<file path="config.mk">
export PLATFORM = sky130hd
export DESIGN_NAME = uart_frame_tx
export DESIGN_NICKNAME = d
export VERILOG_FILES = /design/src/rtl/uart_frame_pkg.sv /design/src/rtl/uart_frame_tx.sv
export SDC_FILE = /design/constraint.sdc
export NUM_CORES = 1
export LEC_CHECK = 0
export ABC_AREA = 1
export CELL_PAD_IN_SITES_DETAIL_PLACEMENT = 2
export CELL_PAD_IN_SITES_GLOBAL_PLACEMENT = 2
export CORE_MARGIN = 2
export CORE_UTILIZATION = 35
export CTS_CLUSTER_SIZE = 20
export DETAILED_ROUTE_END_ITERATION = 16
export PLACE_DENSITY = 0.84
export SLEW_MARGIN = 10
export SYNTH_ARGS = -nofsm -noshare
export SYNTH_HDL_FRONTEND = slang
export SYNTH_SLANG_ARGS = --single-unit
</file>
<file path="constraint.sdc">
create_clock -name sys_clk -period 6.3 [get_ports sys_clk]
set_input_delay 0.945 -clock sys_clk [delete_from_list [all_inputs] [get_ports sys_clk]]
set_output_delay 0.945 -clock sys_clk [all_outputs]
set_load 0.1 [all_outputs]
</file>
<file path="src/rtl/uart_frame_pkg.sv">
// Shared definitions for the UART upload framer and its receive-side parser.
// Holds the state encoding, sync bytes, frame overhead and checksum helpers.
package uart_frame_pkg;

    typedef enum logic [2:0] {
        ST_IDLE,
        ST_SYNC0,
        ST_SYNC1,
        ST_CMD,
        ST_LENH,
        ST_LENL,
        ST_PLD,
        ST_CSUM
    } frame_state_t;

    localparam logic [7:0]  HDR0_DEF       = 8'hAA;
    localparam logic [7:0]  HDR1_DEF       = 8'h55;
    localparam logic [7:0]  PAD_BYTE_DEF   = 8'h00;
    localparam logic [15:0] MAX_LEN_DEF    = 16'd4096;
    localparam logic [23:0] TIMEOUT_DEF    = 24'd2_500_000;
    localparam int          FRAME_OVERHEAD = 6;

    // Running sum wraps at 8 bits; the transmitted byte is its complement.
    function automatic logic [7:0] csum_add(
        input logic [7:0] acc,
        input logic [7:0] b
    );
        return acc + b;
    endfunction

    function automatic logic [7:0] csum_final(input logic [7:0] acc);
        return ~acc;
    endfunction

endpackage

</file>
<file path="src/rtl/uart_frame_tx.sv">
// Upload framer: wraps cmd/len/payload into AA 55 cmd lenH lenL data.. csum
// and streams the bytes into uart_top through a registered valid/ready slot.
module uart_frame_tx
    import uart_frame_pkg::*;
#(
    parameter logic [15:0] MAX_LEN        = MAX_LEN_DEF,
    parameter logic [23:0] TIMEOUT_CYCLES = TIMEOUT_DEF,
    parameter logic [7:0]  PAD_BYTE       = PAD_BYTE_DEF,
    parameter logic [7:0]  HDR0           = HDR0_DEF,
    parameter logic [7:0]  HDR1           = HDR1_DEF
) (
    input  logic        sys_clk,
    input  logic        sys_rst_n,
    input  logic        frame_start,
    input  logic [7:0]  frame_cmd,
    input  logic [15:0] frame_len,
    output logic        frame_busy,
    output logic        frame_done,
    output logic        frame_err,
    input  logic [7:0]  pld_data,
    input  logic        pld_valid,
    output logic        pld_ready,
    output logic [7:0]  tx_data,
    output logic        tx_valid,
    input  logic        tx_ready
);

    frame_state_t state, state_nx;

    logic [7:0]  cmd_q, cmd_nx;
    logic [15:0] len_q, len_nx;
    logic [15:0] rem, rem_nx;
    logic [7:0]  csum, csum_nx;
    logic [23:0] starve, starve_nx;
    logic        pad, pad_nx;
    logic        busy_nx, done_nx, err_nx;
    logic        ld;
    logic [7:0]  byte_nx;
    logic        valid_nx;
    logic        slot_free;

    assign slot_free = !tx_valid || tx_ready;
    assign pld_ready = (state == ST_PLD) && slot_free
                       && (rem != 16'd0) && !pad;

    always_comb begin
        state_nx  = state;
        cmd_nx    = cmd_q;
        len_nx    = len_q;
        rem_nx    = rem;
        csum_nx   = csum;
        starve_nx = starve;
        pad_nx    = pad;
        busy_nx   = frame_busy;
        done_nx   = 1'b0;
        err_nx    = 1'b0;
        ld        = 1'b0;
        byte_nx   = tx_data;

        unique case (state)
            ST_IDLE: begin
                if (frame_start) begin
                    if (frame_len > MAX_LEN) begin
                        err_nx = 1'b1;
                    end else begin
                        cmd_nx  = frame_cmd;
                        len_nx  = frame_len;
                        busy_nx = 1'b1;
                        csum_nx = csum_add(csum_add(frame_cmd,
                                  frame_len[15:8]), frame_len[7:0]);
                        // Slot may still hold the previous csum byte.
                        if (slot_free) begin
                            ld       = 1'b1;
                            byte_nx  = HDR0;
                            state_nx = ST_SYNC1;
                        end else begin
                            state_nx = ST_SYNC0;
                        end
                    end
                end
            end
            ST_SYNC0: begin
                if (slot_free) begin
                    ld       = 1'b1;
                    byte_nx  = HDR0;
                    state_nx = ST_SYNC1;
                end
            end
            ST_SYNC1: begin
                if (slot_free) begin
                    ld       = 1'b1;
                    byte_nx  = HDR1;
                    state_nx = ST_CMD;
                end
            end
            ST_CMD: begin
                if (slot_free) begin
                    ld       = 1'b1;
                    byte_nx  = cmd_q;
                    state_nx = ST_LENH;
                end
            end
            ST_LENH: begin
                if (slot_free) begin
                    ld       = 1'b1;
                    byte_nx  = len_q[15:8];
                    state_nx = ST_LENL;
                end
            end
            ST_LENL: begin
                if (slot_free) begin
                    ld        = 1'b1;
                    byte_nx   = len_q[7:0];
                    rem_nx    = len_q;
                    starve_nx = 24'd0;
                    pad_nx    = 1'b0;
                    state_nx  = (len_q == 16'd0) ? ST_CSUM : ST_PLD;
                end
            end
            ST_PLD: begin
                if (slot_free) begin
                    if (pad || pld_valid) begin
                        ld      = 1'b1;
                        byte_nx = pad ? PAD_BYTE : pld_data;
                        csum_nx = csum_add(csum, byte_nx);
                        rem_nx  = rem - 16'd1;
                        if (!pad) begin
                            starve_nx = 24'd0;
                        end
                        if (rem == 16'd1) begin
                            state_nx = ST_CSUM;
                        end
                    end else if (starve != TIMEOUT_CYCLES) begin
                        starve_nx = starve + 24'd1;
                        if (starve_nx == TIMEOUT_CYCLES) begin
                            pad_nx = 1'b1;
                            err_nx = 1'b1;
                        end
                    end
                end
            end
            ST_CSUM: begin
                if (slot_free) begin
                    ld       = 1'b1;
                    byte_nx  = csum_final(csum);
                    busy_nx  = 1'b0;
                    done_nx  = 1'b1;
                    state_nx = ST_IDLE;
                end
            end
            default: begin
                state_nx = ST_IDLE;
            end
        endcase
    end

    assign valid_nx = ld || (tx_valid && !tx_ready);

    always_ff @(posedge sys_clk or negedge sys_rst_n) begin
        if (!sys_rst_n) begin
            state      <= ST_IDLE;
            cmd_q      <= 8'd0;
            len_q      <= 16'd0;
            rem        <= 16'd0;
            csum       <= 8'd0;
            starve     <= 24'd0;
            pad        <= 1'b0;
            frame_busy <= 1'b0;
            frame_done <= 1'b0;
            frame_err  <= 1'b0;
            tx_data    <= 8'd0;
            tx_valid   <= 1'b0;
        end else begin
            state      <= state_nx;
            cmd_q      <= cmd_nx;
            len_q      <= len_nx;
            rem        <= rem_nx;
            csum       <= csum_nx;
            starve     <= starve_nx;
            pad        <= pad_nx;
            frame_busy <= busy_nx;
            frame_done <= done_nx;
            frame_err  <= err_nx;
            tx_data    <= byte_nx;
            tx_valid   <= valid_nx;
        end
    end

endmodule

</file>
==> run_results.csv <==
group,metric,value,unit
cells_and_area,design_area,7060,um2
global_route,number_of_global_route_vias_before_repair,6728,
outcome,run_status,"finished, final reports clean",
route,postRouteAntennaNets,0,
worst_setup_path,type_of_element_launching_the_critical_path,"flop",
route,routed-via-count,6071,
timing,final.setup.worst_slack,1640,ps
placed_design,preCtsSetupSlack,1950,ps
timing,grt_setup_unrepaired,"no",
logic_synthesis,yosys_register_bits,88,
pwr,power.internal,1.50,mW
timing,hold_viol,0,
pwr,power_per_cell_area,434,nW/um2
logic_synthesis,ys_types,49,
logic_synthesis,asyncSetResetFlopFracSynth,100,%
timing,period_needed,4660,ps
clocking,post_cts_hold_buffer_count,0,
cells_and_area,layout-drive-gt1-share,5.82,%
global_route,grt_first_pass_wirelength,36.3,mm
pwr,switching_share,51.0,%
pwr,sequential_cell_fraction_of_total_power,32.4,%
clocking,cts_tree,"done",
worst_setup_path,cp.arrival,3710,ps
placed_design,hpwl,17.4,mm
timing,tightest_slew,1020,ps
clocking,clk_tree_root_cell,"sky130_fd_sc_hd__clkbuf_16",
floorplanning,initial_utilization,35.5,%
clocking,cts_setup_buffers,0,
logic_synthesis,synthDominantAreaCellType,"sky130_fd_sc_hd__dfrtp_1",
worst_setup_path,criticalPathCategory,"flop to primary output",
clocking,cts_resized,0,
cells_and_area,n_fill_cell,2103,
logic_synthesis,postSynthAreaPerCell,7.07,um2
timing,setup_skew,8.05,ps
logic_synthesis,yosysWarningCount,0,
floorplanning,floorplan.die.width,136,um
timing,fin_tns_setup,0,ps
logic_synthesis,post_synth_instance_area,6100,um2
worst_setup_path,timing.rr.start,"state[1]",
global_route,initial_antenna_violation_count,0,
floorplanning,pin_count,50,
hold_path,hold_start,"len_q[14]",
cells_and_area,final_core_utilization,41.1,%
floorplanning,die_area,18500,um2
global_route,global_route.usage.met2,46.6,%
clocking,ctsHtreeMaxLevel,3,
global_route,grt_start_max_net_pins,58,
floorplanning,core_region_area,17200,um2
logic_synthesis,seq_area_frac_synth,36.1,%
placed_design,placement.io_buffers,49,
cells_and_area,multi_input_area,3350,um2
pwr,highest_ir_drop_seen_on_vdd,0.000299,V
logic_synthesis,synthesis.nets,927,
pwr,clock_power_share,17.8,%
clocking,clock_path_buffers,2,
cells_and_area,antenna-diode-count,0,
route,dr.pass1.iters,4,
global_route,grt.busiest_layer,"met2",
clocking,clk_pin_slew_worst_paths,70,ps
logic_synthesis,synth_top_flop_cell,"sky130_fd_sc_hd__dfrtp_1",
clocking,cts.sink_count,88,
global_route,grt-ovfl-total,0,
logic_synthesis,synthDominantCellAreaShare,36.1,%
route,wirelength,22.9,mm
worst_setup_path,cp_max_fo,37,
worst_setup_path,worstSetupEndpointType,"primary output",
timing,setup_violations,0,
logic_synthesis,synthTopCellsByArea,"sky130_fd_sc_hd__dfrtp_1 (36%), sky130_fd_sc_hd__nand2_1 (15%), sky130_fd_sc_hd__inv_1 (6.5%)",
logic_synthesis,synth_enable_flop_cells,0,
floorplanning,fp-row-count,48,
job,max_cap_viol_count,0,
worst_setup_path,required_time_of_the_critical_path,5350,ps
timing,final_min_period_over_clock_period,73.9,%
placed_design,finalWeightedCongestion,0.819,
timing,max-slew-margin-rel,31.9,%
pwr,netSwitchingPower,1.56,mW
global_route,globalRouteMet1Util,32.3,%
timing,max_freq,215,MHz
worst_setup_path,crit_start,"state[1]",
cells_and_area,area.growth.synth_to_final,15.7,%
floorplanning,die_height,136,um
clocking,clk-insertion-delay-late,350,ps
global_route,grt_util_met3,2.42,%
clocking,cts_buffers,9,
route,detailedRoute.firstIterationViolations,234,
global_route,grtUsageTotal,25.7,%
cells_and_area,nNetsFinal,969,
placed_design,placement.cell_area,6770,um2
route,drcViolationCount,0,
timing,slew_viol_final,0,
pwr,power_frac_comb,49.8,%
route,post_drt_via_cell_ratio,5.35,
pwr,leakage,3.24,nW
logic_synthesis,synthMostInstantiatedCell,"sky130_fd_sc_hd__nand2_1",
cells_and_area,sequential_cell_area,2200,um2
pwr,totalPowerFinal,3.06,mW
logic_synthesis,yosys-top-cells-count,"sky130_fd_sc_hd__nand2_1 (252), sky130_fd_sc_hd__inv_1 (105), sky130_fd_sc_hd__nor2_1 (101)",
logic_synthesis,count_of_mapped_cells_out_of_synthesis,863,
hold_path,min-delay-path-class,"flop to flop",
route,routedWlPerCell,20.1,um
[stage by stage]
step / cells / hold WS [ps]
2_1_floorplan: 863 / 449
3_3_place_gp: 1119 / 471
3_5_place_dp: 1119 / 486
4_1_cts: 1135 / 508
5_1_grt: 1135 / 531
6_report: 1135 / 505
[worst max-delay path, cell delays in order, from the launching register on]
cell and delay, ps:
sky130_fd_sc_hd__dfrtp_1 610, sky130_fd_sc_hd__nand3_4 500, sky130_fd_sc_hd__inv_4 500, sky130_fd_sc_hd__nand2_1 200, sky130_fd_sc_hd__a211oi_1 340, sky130_fd_sc_hd__clkdlybuf4s50_1 1210
[flip-flops by register name, summed over array words and instances, names as in the netlist, 3 cells and up]
register,count
starve,24
tx_data,8
rem,16
state,3
csum,8
len_q,16
cmd_q,8
[placed cells by master, fill, tap and decap left out, drive strengths merged, types with 5 or more instances in the layout]
cell type	Yosys	final
dfrtp	88	88
nor3	6	6
xor2	7	7
nor4	7	7
nand4	13	13
nand2	259	259
nor2	111	111
ha	18	18
xnor2	5	5
fa	9	9
o22ai	11	11
o21ai	72	72
o211ai	8	8
clkbuf	9	11
nand3	56	56
clkdlybuf4s50	0	48
inv	114	114
a22oi	6	6
o2111ai	7	7
a21oi	31	31
[path summary, 6_finish.rpt]
| kind | to | slack (ps) | cells after the start |
|---|---|---|---|
| worst max-delay path | pld_ready | 1640 | 5 |
| worst min-delay path | len_q[14] | 510 | 2 |
| worst max register to register | starve[14] | 3110 | 8 |
| worst min register to register | len_q[14] | 510 | 2 |
| max in group asynchronous | tx_valid | 4610 | 2 |
| min in group asynchronous | rem[11] | 530 | 1 |
[final cells by class]
| class | count | area share [%] |
|---|---|---|
| multi-input combinational | 641 | 47.4 |
| sequential | 88 | 31.2 |
| timing repair buffer | 51 | 7.12 |
| inverter | 114 | 6.10 |
| tap | 225 | 3.99 |
| clock buffer | 11 | 3.58 |
| clock inverter | 5 | 0.585 |
[routing by layer]
metal  vias to the layer above  wire, um  share of wire, %
li1                       2898         -                 -
met1                      3057     10100                44
met2                        89     11700                51
met3                        27       600               2.6
met4                         0       444               1.9
met5                         -         0                 0
[power by group through the flow]
stage	combinational, mW	sequential [mW]	clock [mW]
after global placement	1.45	0.990	0
after global routing	1.69	1.02	0.574
after floorplan	0.894	1.12	0
final	1.52	0.993	0.545
after detailed placement	1.50	0.998	0
after CTS	1.53	0.991	0.557
[cell families (layout without fill, tap and decap cells)]
family	after synthesis	count (layout)	share of synthesized area, %
flops	88	88	36.1
fa+ha+maj	27	27	6.64
buf+inv	134	181	9.06
xor+xnor	12	12	1.72
simple gates	456	456	32.3
mux	1	1	0.164
compound gates	145	145	14.0
(Power assumes the default switching activity.)
